$ cat config.mk
export PLATFORM = sky130hd
export DESIGN_NAME = run_perf_monitor
export DESIGN_NICKNAME = d
export VERILOG_FILES = /design/src/rtl/run_perf_monitor.sv
export SDC_FILE = /design/constraint.sdc
export NUM_CORES = 1
export LEC_CHECK = 0
export CAP_MARGIN = 20
export CORE_ASPECT_RATIO = 0.5
export CORE_MARGIN = 3
export CORE_UTILIZATION = 30
export CTS_BUF_LIST = sky130_fd_sc_hd__clkbuf_4
export CTS_CLUSTER_DIAMETER = 80
export CTS_CLUSTER_SIZE = 16
export DETAILED_ROUTE_END_ITERATION = 6
export PLACE_DENSITY = 0.61
export SLEW_MARGIN = 20
export SYNTH_ARGS = -nofsm -noshare
export SYNTH_HDL_FRONTEND = slang
export SYNTH_SLANG_ARGS = --single-unit
export TNS_END_PERCENT = 20
$ cat constraint.sdc
create_clock -name clk -period 2.2 [get_ports clk]
set_input_delay 0.22 -clock clk [delete_from_list [all_inputs] [get_ports clk]]
set_output_delay 0.22 -clock clk [all_outputs]
set_load 0.02 [all_outputs]
$ cat src/rtl/run_perf_monitor.sv
// -----------------------------------------------------------------------------
// run_perf_monitor
//
// Run monitor for the RV32IMC + vector coprocessor top level.
//
// While the program runs, it counts total cycles, fetched NOPs and per-unit
// gated-clock enables. It decides that the program has ended when the fetch
// stage keeps presenting one identical instruction (stuck PC) or one identical
// NOP (idle loop) for long enough. It then walks data memory against an
// expected-image port and reports pass/fail counts and the first failing
// address.
//
// State sequence: RUN -> SCAN -> DRAIN -> REPORT -> (restart) -> RUN
//
// Ports
//   clk             system clock
//   nrst            synchronous active-low reset, priority over everything
//   inst            fetch-stage instruction
//   inst_valid      inst is meaningful this cycle
//   unit_clk_en     per-unit clock-gate enables, one bit per channel
//   restart         one-cycle pulse, honoured only in REPORT
//   mem_addr        scan read address to data memory and expected image
//   mem_rdata       data memory read data, RD_LAT cycles after mem_addr
//   exp_rdata       expected word, RD_LAT cycles after mem_addr
//   run_done        program has ended (SCAN, DRAIN, REPORT)
//   report_valid    results are final (REPORT)
//   cycle_cnt       cycles spent in RUN
//   nop_cnt         valid NOPs fetched in RUN
//   unit_cnt        per-channel enable counts, channel k at [k*CNT_W +: CNT_W]
//   pass_cnt        words that matched the expected image
//   fail_cnt        words that did not match
//   first_fail_addr address of the first mismatch
//   first_fail_vld  at least one mismatch has been seen
// -----------------------------------------------------------------------------
module run_perf_monitor #(
  parameter int unsigned NUM_CH      = 5,
  parameter int unsigned CNT_W       = 32,
  parameter int unsigned ADDR_W      = 14,
  parameter int unsigned MAX_ADDR    = 335,
  parameter int unsigned STALL_LIMIT = 49,
  parameter int unsigned NOP_LIMIT   = 16,
  parameter int unsigned RD_LAT      = 1
) (
  input  logic                    clk,
  input  logic                    nrst,
  input  logic [31:0]             inst,
  input  logic                    inst_valid,
  input  logic [NUM_CH-1:0]       unit_clk_en,
  input  logic                    restart,
  output logic [ADDR_W-1:0]       mem_addr,
  input  logic [31:0]             mem_rdata,
  input  logic [31:0]             exp_rdata,
  output logic                    run_done,
  output logic                    report_valid,
  output logic [CNT_W-1:0]        cycle_cnt,
  output logic [CNT_W-1:0]        nop_cnt,
  output logic [NUM_CH*CNT_W-1:0] unit_cnt,
  output logic [CNT_W-1:0]        pass_cnt,
  output logic [CNT_W-1:0]        fail_cnt,
  output logic [ADDR_W-1:0]       first_fail_addr,
  output logic                    first_fail_vld
);

  // Trackers only need to reach their limit; they stop there.
  localparam int unsigned SAME_W = $clog2(STALL_LIMIT + 1);
  localparam int unsigned NOP_W  = $clog2(NOP_LIMIT + 1);

  typedef enum logic [1:0] {
    ST_RUN,
    ST_SCAN,
    ST_DRAIN,
    ST_REPORT
  } state_e;

  // Saturating increment: statistics stick at all-ones instead of wrapping.
  function automatic logic [CNT_W-1:0] sat_inc(input logic [CNT_W-1:0] v);
    return (&v) ? v : v + CNT_W'(1);
  endfunction

  // ---------------------------------------------------------------------------
  // State
  // ---------------------------------------------------------------------------
  state_e                         state_q, state_d;
  logic [CNT_W-1:0]               cycle_cnt_q, cycle_cnt_d;
  logic [CNT_W-1:0]               nop_cnt_q, nop_cnt_d;
  logic [NUM_CH-1:0][CNT_W-1:0]   unit_cnt_q, unit_cnt_d;
  logic [31:0]                    last_inst_q, last_inst_d;
  logic [SAME_W-1:0]              same_cnt_q, same_cnt_d;
  logic [NOP_W-1:0]               nop_run_q, nop_run_d;
  logic [ADDR_W-1:0]              addr_q, addr_d;
  logic [RD_LAT-1:0]              pipe_vld_q, pipe_vld_d;
  logic [RD_LAT-1:0][ADDR_W-1:0]  pipe_addr_q, pipe_addr_d;
  logic [CNT_W-1:0]               pass_cnt_q, pass_cnt_d;
  logic [CNT_W-1:0]               fail_cnt_q, fail_cnt_d;
  logic [ADDR_W-1:0]              first_fail_addr_q, first_fail_addr_d;
  logic                           first_fail_vld_q, first_fail_vld_d;
  logic                           run_done_q, run_done_d;
  logic                           report_valid_q, report_valid_d;

  logic is_nop;
  logic run_exit;
  logic issue;
  logic tail_vld;
  logic soft_clr;

  // Compressed c.nop matches on the low halfword alone (upper half may hold
  // the next parcel); the 32-bit canonical NOP is addi x0,x0,0.
  assign is_nop   = (inst[15:0] == 16'h0001) || (inst == 32'h0000_0013);

  // Exit decision uses registered trackers, so the exit cycle is a full RUN
  // cycle and a simultaneous stall/NOP hit still produces one transition.
  assign run_exit = (same_cnt_q == SAME_W'(STALL_LIMIT)) ||
                    (nop_run_q  == NOP_W'(NOP_LIMIT));

  assign issue    = (state_q == ST_SCAN);
  assign tail_vld = pipe_vld_q[RD_LAT-1];

  // restart behaves exactly like reset, but only from REPORT.
  assign soft_clr = (state_q == ST_REPORT) && restart;

  // ---------------------------------------------------------------------------
  // Next-state logic
  // ---------------------------------------------------------------------------
  always_comb begin
    // NOTE: every _d starts as its _q so no path through this block leaves a
    // signal unassigned; without these defaults synthesis infers latches.
    state_d           = state_q;
    cycle_cnt_d       = cycle_cnt_q;
    nop_cnt_d         = nop_cnt_q;
    unit_cnt_d        = unit_cnt_q;
    last_inst_d       = last_inst_q;
    same_cnt_d        = same_cnt_q;
    nop_run_d         = nop_run_q;
    addr_d            = addr_q;
    pass_cnt_d        = pass_cnt_q;
    fail_cnt_d        = fail_cnt_q;
    first_fail_addr_d = first_fail_addr_q;
    first_fail_vld_d  = first_fail_vld_q;

    // Read-latency matching pipeline: a token enters for every scan address
    // and leaves exactly when that address's read data is on the bus.
    pipe_vld_d[0]  = issue;
    pipe_addr_d[0] = addr_q;
    for (int i = 1; i < int'(RD_LAT); i++) begin
      pipe_vld_d[i]  = pipe_vld_q[i-1];
      pipe_addr_d[i] = pipe_addr_q[i-1];
    end

    // Compare the word whose token is leaving the pipeline.
    if (tail_vld) begin
      if (mem_rdata == exp_rdata) begin
        pass_cnt_d = sat_inc(pass_cnt_q);
      end else begin
        fail_cnt_d = sat_inc(fail_cnt_q);
        if (!first_fail_vld_q) begin
          first_fail_addr_d = pipe_addr_q[RD_LAT-1];
          first_fail_vld_d  = 1'b1;
        end
      end
    end

    case (state_q)
      ST_RUN: begin
        cycle_cnt_d = sat_inc(cycle_cnt_q);
        for (int k = 0; k < int'(NUM_CH); k++) begin
          if (unit_clk_en[k]) unit_cnt_d[k] = sat_inc(unit_cnt_q[k]);
        end

        if (inst_valid) begin
          if (is_nop) nop_cnt_d = sat_inc(nop_cnt_q);

          if (inst == last_inst_q) begin
            // Trackers stop at their limit; the exit edge follows anyway.
            if (same_cnt_q != SAME_W'(STALL_LIMIT)) begin
              same_cnt_d = same_cnt_q + SAME_W'(1);
            end
            if (is_nop && (nop_run_q != NOP_W'(NOP_LIMIT))) begin
              nop_run_d = nop_run_q + NOP_W'(1);
            end
          end else begin
            last_inst_d = inst;
            same_cnt_d  = '0;
            nop_run_d   = '0;
          end
        end

        if (run_exit) state_d = ST_SCAN;
      end

      ST_SCAN: begin
        // The last address stays on the bus through DRAIN and REPORT.
        if (addr_q == ADDR_W'(MAX_ADDR)) begin
          state_d = ST_DRAIN;
        end else begin
          addr_d = addr_q + ADDR_W'(1);
        end
      end

      ST_DRAIN: begin
        // Leave once the token being compared now is the last one in flight.
        if (pipe_vld_d == '0) state_d = ST_REPORT;
      end

      ST_REPORT: begin
        // Everything holds; restart is handled as a clear in the register.
      end

      default: state_d = ST_RUN;
    endcase

    run_done_d     = (state_d != ST_RUN);
    report_valid_d = (state_d == ST_REPORT);
  end

  // ---------------------------------------------------------------------------
  // Registers
  // ---------------------------------------------------------------------------
  always_ff @(posedge clk) begin
    // NOTE: state uses non-blocking assignments so every register samples the
    // pre-edge values, independent of statement order.
    if (!nrst || soft_clr) begin
      state_q           <= ST_RUN;
      cycle_cnt_q       <= '0;
      nop_cnt_q         <= '0;
      unit_cnt_q        <= '0;
      last_inst_q       <= '0;
      same_cnt_q        <= '0;
      nop_run_q         <= '0;
      addr_q            <= '0;
      pipe_vld_q        <= '0;
      pass_cnt_q        <= '0;
      fail_cnt_q        <= '0;
      first_fail_addr_q <= '0;
      first_fail_vld_q  <= 1'b0;
      run_done_q        <= 1'b0;
      report_valid_q    <= 1'b0;
    end else begin
      state_q           <= state_d;
      cycle_cnt_q       <= cycle_cnt_d;
      nop_cnt_q         <= nop_cnt_d;
      unit_cnt_q        <= unit_cnt_d;
      last_inst_q       <= last_inst_d;
      same_cnt_q        <= same_cnt_d;
      nop_run_q         <= nop_run_d;
      addr_q            <= addr_d;
      pipe_vld_q        <= pipe_vld_d;
      pass_cnt_q        <= pass_cnt_d;
      fail_cnt_q        <= fail_cnt_d;
      first_fail_addr_q <= first_fail_addr_d;
      first_fail_vld_q  <= first_fail_vld_d;
      run_done_q        <= run_done_d;
      report_valid_q    <= report_valid_d;
    end
  end

  // NOTE: token addresses carry no reset; they are only looked at while the
  // matching valid bit is set, and the valids are reset above.
  always_ff @(posedge clk) begin
    pipe_addr_q <= pipe_addr_d;
  end

  // ---------------------------------------------------------------------------
  // Outputs
  // ---------------------------------------------------------------------------
  assign mem_addr        = addr_q;
  assign run_done        = run_done_q;
  assign report_valid    = report_valid_q;
  assign cycle_cnt       = cycle_cnt_q;
  assign nop_cnt         = nop_cnt_q;
  assign unit_cnt        = unit_cnt_q;
  assign pass_cnt        = pass_cnt_q;
  assign fail_cnt        = fail_cnt_q;
  assign first_fail_addr = first_fail_addr_q;
  assign first_fail_vld  = first_fail_vld_q;

endmodule
### After elaboration in Yosys (flattened, before gate mapping)

Cells that the tools add are included.

* add/subtract/negate cells: 12
* equal/unequal tests: 15
* multiplexer cells: 7
* bitwise operators: 13
* reduce and logical (&&, ||, !) cells: 32

Operators by type and width (count)
* $add A32 B1 Y32 const B: 9
* $reduce_and A32 Y1: 9
* $eq A32 B32 Y1: 2
* $reduce_and A3 Y1: 11
* $eq A32 B5 Y1 const B: 1
* $eq A16 B1 Y1 const B: 1
* $add A14 B1 Y14 const B: 1
* $eq A14 B9 Y1 const B: 1
* $not A1 Y1: 13
* $mux W6: 2
* $mux W5: 2
* $add A6 B1 Y6 const B: 1
* $eq A2 B2 Y1 const B: 3
* $eq A6 B6 Y1 const B: 1
* $ne A6 B6 Y1 const B: 1
* $pmux W2 S3: 1
* $reduce_and A2 Y1: 3
* $add A5 B1 Y5 const B: 1
* $eq A5 B5 Y1 const B: 1
* $ne A5 B5 Y1 const B: 1
* $mux W2: 2
* $ne A2 B1 Y1 const B: 2
* $reduce_and A4 Y1: 1
* $logic_or A1 B1 Y1: 3
* 5 further kinds: 6

* register bits after elaboration: 379
* logic and storage cells: 99

### Longest topological paths before layout

Gate-level depths: netlist of run 1.

* word-level depth: 5
* mapped depth: 11

### Worst setup path after synthesis of run 1

Ideal clock, no wire load.

* path kind: flip-flop to flip-flop
* start: register fail_cnt_q[0], in the netlist fail_cnt[0]
* end: register fail_cnt_q[15], in the netlist fail_cnt[15]
* arrival: 2369 ps
* path slack: -239 ps
* cell stages (with the launch flop): 11
* period minus slack after synthesis: 2439 ps
* cell sequence: dfxtp_1 > ha_1 > and2_1 > clkbuf_1 > and4_1 > buf_2 > and4_4 > buf_6 > nor3_4 > or4b_1 > a21oi_1

* longest elaborated chain between the ends: 3

RTL lines
* from (decl): RTL line 94 `logic [CNT_W-1:0] fail_cnt_q, fail_cnt_d;`
* from (signal assigned): RTL line 248 `fail_cnt_q <= fail_cnt_d;`
* parallel branches: the longest is 3 deep, another holds $add A32 B1 Y32

Several ways; the timed one is not identified.
A chain may end at the register's enable or synchronous reset.

### Final worst setup path of run 1

* start: register fail_cnt_q[26], in the netlist fail_cnt[26]
* end: register fail_cnt_q[15], in the netlist fail_cnt[15]

* longest elaborated chain between the ends: 3

RTL lines
* $reduce_and A32 Y1: RTL line 77 `return (&v) ? v : v + CNT_W'(1);`
* $not A1 Y1 (no source line)
* $reduce_and A3 Y1 (no source line)

No other way between the ends.

==> results of run 1 <==
[final timing paths]
path | start | endpoint | slack [ns] | cells past startpoint
setup / recovery | fail_cnt[26]$_SDFFE_PP0P_ | fail_cnt[15]$_SDFFE_PP0P_ | -0.02 | 7
hold / removal | inst[31] | last_inst_q[31]$_SDFFE_PP0P_ | 0.09 | 3
setup reg to reg | fail_cnt[26]$_SDFFE_PP0P_ | fail_cnt[15]$_SDFFE_PP0P_ | -0.02 | 7
hold reg to reg | mem_addr[13]$_SDFFE_PP0P_ | pipe_addr_q[13]$_DFF_P_ | 0.42 | 0
[Yosys cell counts, types with 3 or more instances]
library cell    n
nor4_1         41
xnor2_1       141
clkbuf_1       61
buf_2          12
and3_1         59
nor2b_1         5
nand2_1       166
or2_2           4
and2_1         21
nor4_2          5
and4_1         37
xor2_1        158
a31oi_1        13
nand3b_1        4
a21oi_1        75
a41o_1          5
ha_1           14
nor3_1         49
nor2_1        355
mux2i_1        41
or4_1           6
or2_1           3
nand4_1       126
nand3_1       128
o21ai_0        46
inv_1          30
o21a_1          3
dfxtp_1       379
or3_1          47
[registers in the layout, summed over array words and instances (netlist names)]
| register | cells |
|---|---|
| cycle_cnt | 32 |
| fail_cnt | 32 |
| first_fail_addr | 14 |
| first_fail_vld | 1 |
| last_inst_q | 32 |
| mem_addr | 14 |
| nop_cnt | 32 |
| nop_run_q | 5 |
| pass_cnt | 32 |
| pipe_addr_q | 14 |
| pipe_vld_q | 1 |
| report_valid | 1 |
| run_done | 1 |
| same_cnt_q | 6 |
| state_q | 2 |
| unit_cnt | 160 |
[layout make-up]
type	count	area share [%]
inverters	30	0.4493
diodes	2	0.01997
multi-input cells	1592	39.44
flip-flops and latches	379	30.49
repair buffers	682	24.79
well taps	756	3.774
clock inverters	2	0.1098
clock buffers	31	0.9286
[power breakdown]
group / internal [uW] / leakage [uW] / total, uW / switching (uW)
sequential: 6930 / 0.00308 / 6980 / 53.0
combinational: 439 / 0.00770 / 873 / 434
clock: 672 / 0.000156 / 2960 / 2290
[kinds of logic after synthesis]
| kind of cell | count (synthesis) | synth area share, % |
|---|---|---|
| AND/OR/NAND/NOR | 1079 | 31.01 |
| multiplexers | 41 | 2.338 |
| buffers and inverters | 105 | 2.374 |
| XOR/XNOR | 299 | 14.92 |
| AO/OA/AOI/OAI | 158 | 5.119 |
| adder cells (fa/ha/maj) | 14 | 0.9982 |
| flip-flops | 379 | 43.23 |
[worst register-to-register path, stage by stage, from the launching register on]
cell     delay [ns]
dfxtp_2        0.35
and4_1         0.24
and2_4         0.18
and3_4         0.19
and4_4         0.23
nor3_4         0.34
or4b_4         0.51
a21oi_2        0.12
[per-stage QoR]
step	instances	hold WS, ns	area, um^2	total power (uW)	TNS [ns]
floorplan	2075	0.3537	17580	7499	-0.4521
global placement	3418	0.3932	24480	7992	-48.19
CTS	3452	0.009140	24470	10980	-0.06405
global route	3473	0.05131	25060	11310	-1.151
detailed placement	3418	0.4040	24480	8001	-49.73
finish	3474	0.08988	25060	10810	-0.01892
[routing by layer]
layer	part of all wire (%)	track usage, %	vias up
met5	0.030	0	-
met3	2.7	2.298	122
li1	-	-	8492
met4	5.0	7.721	2
met1	40	19.92	8023
met2	52	32.99	262
[what timing repair did]
| action | in CTS | in global routing |
|---|---|---|
| endpoints found under the hold margin | 1 | 0 |
| cloned | 0 | 1 |
| endpoints found under the setup margin | 229 | 205 |
| hold buffers | 1 | 0 |
| buffers inserted | 0 | 20 |
| resized for setup | 229 | 125 |
| pin swaps | 2 | 31 |
==> results.yml, run 1 <==
run_status:
  outcome: "complete, but fails checks"
  violations: "setup timing"
final_layout:
  finish.net_count: 2832
  fillers: 5707
  postLayoutCoreUtil_pct: 44.20
  layout_common_cells: "nor2_1, dfxtp_1, buf_4"
  layout.cells.most_common: "nor2_1"
  layout-drive-gt1-share_pct: 14.76
  area_delta_synth_final_pct: 42.81
  multi_input_area_um2: 9884
  area.sequential_um2: 7642
cts:
  cts_root_buf: "clkbuf_4"
  number_of_buffers_inserted_during_clock_tree_synthesis: 28
  clkTransAtPathRegs_ns: 0.18
  ctsHtreeMaxLevel: 1
  worst_skew_pair.late_latency_ns: 0.79
  numClockSinks: 379
  cts_tree: "yes"
  cts_buffer_depth: 3
floorplanning:
  die_h_um: 177.0
  rows: 61
  floorplan.core_area_um2: 56710
  effective_utilization_at_floorplan_pct: 30.95
  dieWidth_um: 348.0
  dieArea_um2: 61610
  io_pins: 424
power_and_ir_drop:
  powerDensity_nw_per_um2: 431.3
  vdd_drop_max_v: 0.0002356
  leakagePower_uw: 0.01093
logic_synthesis:
  synth-warning-count: 0
  synth-seq-cells: 379
  synth_sequential_area_ratio_pct: 43.23
  async_flop_share_pct: 0
  synth.area.top_cells: "dfxtp_1, xor2_1, nor2_1"
  synthCells: 2075
  synth-edff-count: 0
  total_nets_after_synthesis: 2194
  synthFlopType: "dfxtp_1"
  synth_area_um2: 17550
  count_of_distinct_cell_types_in_the_synthesized_netlist: 62
  mapped_avg_cell_area_um2: 8.458
  synth_top_area_share_pct: 43.23
  synth.largest_area_cell: "dfxtp_1"
sta:
  timing.slew.headroom_pct: 67.52
  final_clock_period_utilization_by_the_worst_path_pct: 100.9
  finalWorstPathRequiredPeriod_ns: 2.219
  timing_worst_slew_pin_value_ns: 0.4845
  rsz0062_at_grt: "yes"
  setup-violations-final: 1
  drv_slew: 0
  finalWorstSetupSlack_ns: -0.01892
  clock-skew-final_ns: 0.03755
  max_freq_ghz: 0.4507
  final_hold_viol_count: 0
detailed_routing:
  routed_via_density: 4.865
  post_drt_wl_per_cell_um: 16.50
  routed_wl_um: 57320
  route.antenna.remaining_nets: 0
  drc_errors: 0
  drt_pre_antenna_iters: 5
  vias: 16900
  drt_iter0_drcs: 1060
global_route:
  pin_count_of_the_biggest_net_entering_global_routing: 60
  gr-usage-all-layers_pct: 17.54
  first_global_vias: 16090
  global_route_total_overflow: 0
  grt_first_pass_wirelength_um: 88530
  number_of_antenna_violations_at_the_first_check_in_global_routing: 2
placed_design:
  hpwlAfterDp_um: 43490
  place_congestion: 0.8948
  pre_cts_slack_ns: -0.7094
  placement.io_buffers: 423
critical_path:
  timing.critical_path.max_delay_family: "simple AND/OR/NAND/NOR gates"
  critical_path.n_buffers_inverters: 0
  slowest_delay_ns: 0.51
  cp-start-kind: "register"
  arrival_time_at_the_worst_endpoint_ns: 2.98
  cell_chain_critical_path: "and4_1 -> and2_4 -> and3_4 -> and4_4 -> nor3_4 -> or4b_4 -> a21oi_2"
  worst-path-max-fanout: 6
  critical-path-slowest-cell: "or4b_4"
  cp_data_required_time_ns: 2.96
  endpoint_kind: "register"
  timing.setup.critical_path_class: "reg -> reg"
flow_run:
  max_cap_violations: 0
worst_hold_path:
  min-delay-path-class: "in -> reg"
(Power assumes the default switching activity.)
==> inputs of run 2 (changes only) <==
- CTS_CLUSTER_DIAMETER: 80 -> 200
- CTS_CLUSTER_SIZE: 16 -> 25
==> results.yml, run 2 (synthesis results as in run 1) <==
sta:
  clock-skew-final_ns: 0.06873
  drv_slew: 0
  setup-violations-final: 1
  final_clock_period_utilization_by_the_worst_path_pct: 100.5
  finalWorstSetupSlack_ns: -0.009947
  max_freq_ghz: 0.4525
  finalWorstPathRequiredPeriod_ns: 2.210
  rsz0062_at_grt: "yes"
  timing_worst_slew_pin_value_ns: 0.6533
  setup_tns_ns: -0.009947
  final_hold_viol_count: 0
  timing.slew.headroom_pct: 56.11
detailed_routing:
  drt_iter0_drcs: 985
  post_drt_wl_per_cell_um: 16.51
  drc_errors: 0
  routed_via_density: 4.870
  route.antenna.remaining_nets: 0
  drt_pre_antenna_iters: 5
  vias: 16880
  routed_wl_um: 57210
floorplanning:
  dieWidth_um: 348.0
  floorplan.core_area_um2: 56710
  io_pins: 424
  dieArea_um2: 61610
  rows: 61
  effective_utilization_at_floorplan_pct: 30.95
  die_h_um: 177.0
cts:
  cts_buffer_depth: 3
  worst_skew_pair.late_latency_ns: 0.79
  ctsHtreeMaxLevel: 1
  numClockSinks: 379
  post_cts_hold_buffer_count: 0
  clkTransAtPathRegs_ns: 0.28
  number_of_buffers_inserted_during_clock_tree_synthesis: 19
  cts_tree: "yes"
  cts_root_buf: "clkbuf_4"
run_status:
  outcome: "complete, but fails checks"
  violations: "setup timing"
critical_path:
  ff_to_ff_path_depth: 7
  rr_endpoint: "fail_cnt[15]$_SDFFE_PP0P_"
  reg2reg_setup_slack_ns: -0.01
  setup.worst_path.end: "fail_cnt[15]$_SDFFE_PP0P_"
  worst-path-max-fanout: 6
  rr_startpoint: "fail_cnt[0]$_SDFFE_PP0P_"
  cp-start-kind: "register"
  timing.setup.critical_path_class: "reg -> reg"
  arrival_time_at_the_worst_endpoint_ns: 2.96
  worst_setup_path_startpoint: "fail_cnt[0]$_SDFFE_PP0P_"
  cp_data_required_time_ns: 2.95
  endpoint_kind: "register"
final_layout:
  finish.net_count: 2824
  largest_register_ff_count: 160
  layout_common_cells: "nor2_1, dfxtp_1, buf_4"
  postLayoutCoreUtil_pct: 44.17
  area_delta_synth_final_pct: 42.73
  layout.cells.most_common: "nor2_1"
  stdcell_count: 3466
  layout-drive-gt1-share_pct: 15.85
global_route:
  first_global_vias: 16060
  gr-usage-all-layers_pct: 17.51
  pin_count_of_the_biggest_net_entering_global_routing: 60
  global_route_total_overflow: 0
  number_of_antenna_violations_at_the_first_check_in_global_routing: 3
  grt_first_pass_wirelength_um: 88310
placed_design:
  placement.io_buffers: 423
  hpwlAfterDp_um: 43490
  number_of_placed_instances_with_taps_included: 3418
  place_congestion: 0.8948
worst_hold_path:
  min-delay-path-class: "in -> reg"
  worstHoldStart: "inst[8]"
power_and_ir_drop:
  powerDensity_nw_per_um2: 421.6
  leakagePower_uw: 0.01063
  vdd_drop_max_v: 0.0002789
flow_run:
  max_cap_violations: 0
[run 2: worst min-delay path by stage]
| stage | end | cells past startpoint |
|---|---|---|
| 2_1_floorplan | pipe_vld_q$_SDFF_PP0_ | 2 |
| 5_1_grt | last_inst_q[11]$_SDFFE_PP0P_ | 3 |
| 3_5_place_dp | pipe_addr_q[13]$_DFF_P_ | 0 |
| 4_1_cts | last_inst_q[8]$_SDFFE_PP0P_ | 3 |
| 6_report | last_inst_q[8]$_SDFFE_PP0P_ | 3 |
| 3_3_place_gp | pipe_addr_q[3]$_DFF_P_ | 0 |
[run 2: through the flow]
stage	instance area, um^2	total power, uW	hold slack [ns]	worst slack [ns]
after global routing	25040	11030	0.03956	-0.1271
after floorplan	17580	7499	0.3537	-0.06814
after global placement	24480	7992	0.3932	-0.6947
after detailed placement	24480	8001	0.4040	-0.7094
final	25050	10560	0.07819	-0.009947
after CTS	24490	10720	0.005957	-0.02999
[run 2: timing repair]
action	CTS	global route
endpoints found under the setup margin	212	202
setup buffers	1	20
pin swaps	5	38
gates cloned	0	1
resized for setup	212	135
[run 2: power by group]
part,internal [uW],switching (uW)
Sequential,6940,52.9
Clock,466,2230
Combinational,439,434
Total,7850,2720
[run 2: critical path, stage by stage (launching register included)]
cell,delay [ns]
dfxtp_4,0.43
ha_4,0.17
and2_1,0.17
and4_4,0.18
and4_4,0.24
nor3_4,0.34
or4b_4,0.51
a21oi_2,0.12
[run 2: area by class of cell]
class                   count  area, um^2
clock buffers              21       157.7
clock inverters             1       30.03
flip-flops and latches    379        7697
multi-input cells        1592        9836
well taps                 756       945.9
repair buffers            683        6260
inverters                  30       112.6
fillers                  5687       31660
diodes                      4       10.01
[run 2: layer usage]
metal | up-vias | global-route usage [%] | part of all wire [%]
met1 | 8039 | 20.08 | 40
met2 | 256 | 32.47 | 51
li1 | 8459 | - | -
met3 | 126 | 2.005 | 2.4
met5 | - | 0 | 0
met4 | 0 | 8.640 | 5.7
==> inputs of run 3 (changes only) <==
--- a/config.mk
+++ b/config.mk
@@ -10,8 +10,7 @@
 export CORE_MARGIN = 3
-export CORE_UTILIZATION = 30
+export CORE_UTILIZATION = 47
 export CTS_BUF_LIST = sky130_fd_sc_hd__clkbuf_4
-export CTS_CLUSTER_DIAMETER = 200
 export CTS_CLUSTER_SIZE = 25
 export DETAILED_ROUTE_END_ITERATION = 6
-export PLACE_DENSITY = 0.61
+export PLACE_DENSITY = 0.85
 export SLEW_MARGIN = 20
--- a/constraint.sdc
+++ b/constraint.sdc
@@ -3,2 +3,2 @@
 set_output_delay 0.22 -clock clk [all_outputs]
-set_load 0.02 [all_outputs]
+set_load 0.005 [all_outputs]
==> results.yml, run 3 (synthesis results as in run 1) <==
sta:
  drv_slew: 0
  setup-violations-final: 0
  finalWorstPathRequiredPeriod_ns: 2.190
  clock-skew-final_ns: 0.05207
  timing_worst_slew_pin_value_ns: 1.038
  max_freq_ghz: 0.4565
  final_hold_viol_count: 0
  setup_tns_ns: 0
  timing.slew.headroom_pct: 30.54
  final_clock_period_utilization_by_the_worst_path_pct: 99.57
  worst_hold_slack_ns: 0.1492
  rsz0062_at_grt: "yes"
critical_path:
  cp_data_required_time_ns: 2.85
  timing.critical_path.max_delay_family: "simple AND/OR/NAND/NOR gates"
  reg2reg_setup_slack_ns: 0.03
  slowest_delay_ns: 0.63
  cell_chain_critical_path: "clkdlybuf4s50_1 -> xnor2_1 -> nand4_1 -> nor4_2 -> nand3_1 -> or4_4 -> or3_1 -> a21oi_1"
  arrival_time_at_the_worst_endpoint_ns: 2.84
  cp-start-kind: "input port"
  timing.setup.critical_path_class: "in -> reg"
  worst-path-max-fanout: 10
  critical_path.n_buffers_inverters: 1
  critical-path-slowest-cell: "or4_4"
  endpoint_kind: "register"
final_layout:
  layout-drive-gt1-share_pct: 16.14
  finish.net_count: 2885
  area_delta_synth_final_pct: 45.49
  layout_common_cells: "clkdlybuf4s50_1, dfxtp_1, nor2_1"
  fillers: 2804
  largest_register_ff_count: 160
  layout.cells.most_common: "clkdlybuf4s50_1"
  final_cell_area_um2: 25530
  stdcell_count: 3313
detailed_routing:
  route.antenna.remaining_nets: 0
  drc_errors: 0
  routed_wl_um: 57060
  drt_iter0_drcs: 990
  vias: 17960
  post_drt_wl_per_cell_um: 17.22
  drt_pre_antenna_iters: 5
  routed_via_density: 5.421
global_route:
  gr-usage-all-layers_pct: 27.32
  number_of_antenna_violations_at_the_first_check_in_global_routing: 3
  pin_count_of_the_biggest_net_entering_global_routing: 60
  global_route_total_overflow: 0
  first_global_vias: 17350
  grt_first_pass_wirelength_um: 89320
placed_design:
  hpwlAfterDp_um: 42400
  placement.io_buffers: 423
  number_of_placed_instances_with_taps_included: 3149
  place_congestion: 0.9287
  post_dp_cell_area_um2: 24100
power_and_ir_drop:
  leakagePower_uw: 0.009536
  combinational_share_of_power_pct: 6.5
  vdd_drop_max_v: 0.0003874
  clock_power_share_pct: 42.4
  netSwitchingFraction_pct: 24.26
  internal_power_uw: 10320
  powerDensity_nw_per_um2: 533.8
  finalPower_uw: 13630
  netSwitchingPower_uw: 3307
  seq_power_share_pct: 51.1
floorplanning:
  io_pins: 424
  dieArea_um2: 39830
  die_h_um: 142.6
  effective_utilization_at_floorplan_pct: 48.27
  floorplan.core_area_um2: 36360
  rows: 49
  dieWidth_um: 279.3
cts:
  cts_tree: "yes"
  cts_buffer_depth: 3
  post_cts_hold_buffer_count: 0
  ctsHtreeMaxLevel: 3
  clkTransAtPathRegs_ns: 0.07
  cts_root_buf: "clkbuf_4"
  number_of_buffers_inserted_during_clock_tree_synthesis: 87
  worst_skew_pair.late_latency_ns: 0.76
  numClockSinks: 379
run_status:
  outcome: "finished, final reports clean"
worst_hold_path:
  min-delay-path-class: "in -> reg"
flow_run:
  max_cap_violations: 0
==> run 3: path summary, 6_finish.rpt <==
check | from | endpoint | cells past startpoint
worst max-delay path | mem_rdata[2] | pass_cnt[19]$_SDFFE_PP0P_ | 8
worst min register to register | mem_addr[3]$_SDFFE_PP0P_ | pipe_addr_q[3]$_DFF_P_ | 0
worst max register to register | unit_cnt[69]$_SDFFE_PP0P_ | unit_cnt[89]$_SDFFE_PP0P_ | 7
worst min-delay path | inst[26] | last_inst_q[26]$_SDFFE_PP0P_ | 3
==> run 3: through the flow <==
stage | util [%] | setup WS [ns]
floorplan | - | -0.006804
global placement | 66.29 | -0.7187
detailed placement | 66.29 | -0.7803
CTS | 69.38 | -0.01769
global route | 70.23 | -0.08292
finish | 70.23 | 0.009525
==> run 3: cell type report <==
class	instances	area [um^2]	share of cell area, %
multi-input combinational	1592	9769	38.26
sequential	379	7604	29.78
timing repair buffer	676	6320	24.75
clock buffer	131	983.4	3.852
tap	484	605.6	2.372
clock inverter	18	130.1	0.5097
inverter	30	112.6	0.4410
antenna	3	7.507	0.02940
==> run 3: power groups by stage <==
stage	Clock (uW)	Combinational (uW)	Sequential, uW
2_1_floorplan	0	348	7130
4_1_cts	5910	871	6970
6_report	5780	884	6970
3_3_place_gp	0	852	7120
5_1_grt	6270	950	6970
3_5_place_dp	0	863	7130
==> run 3: what timing repair did <==
item | in CTS | in global routing
hold endpoints to repair | 0 | 0
pin swaps | 0 | 21
resized for setup | 3 | 49
setup endpoints to repair | 15 | 132
cloned | 0 | 1
setup buffers | 0 | 11
==> run 3: worst min-delay path, stage by stage <==
cell and delay (ns):
clkdlybuf4s50_1 0.45, mux2i_1 0.15, nor2_1 0.05
==> run 3: metal layers <==
layer / part of all wire [%] / GRT usage, %
met1: 41 / 32.10
met2: 50 / 48.64
met3: 4.5 / 5.163
met4: 4.7 / 13.13
met5: 0 / 0
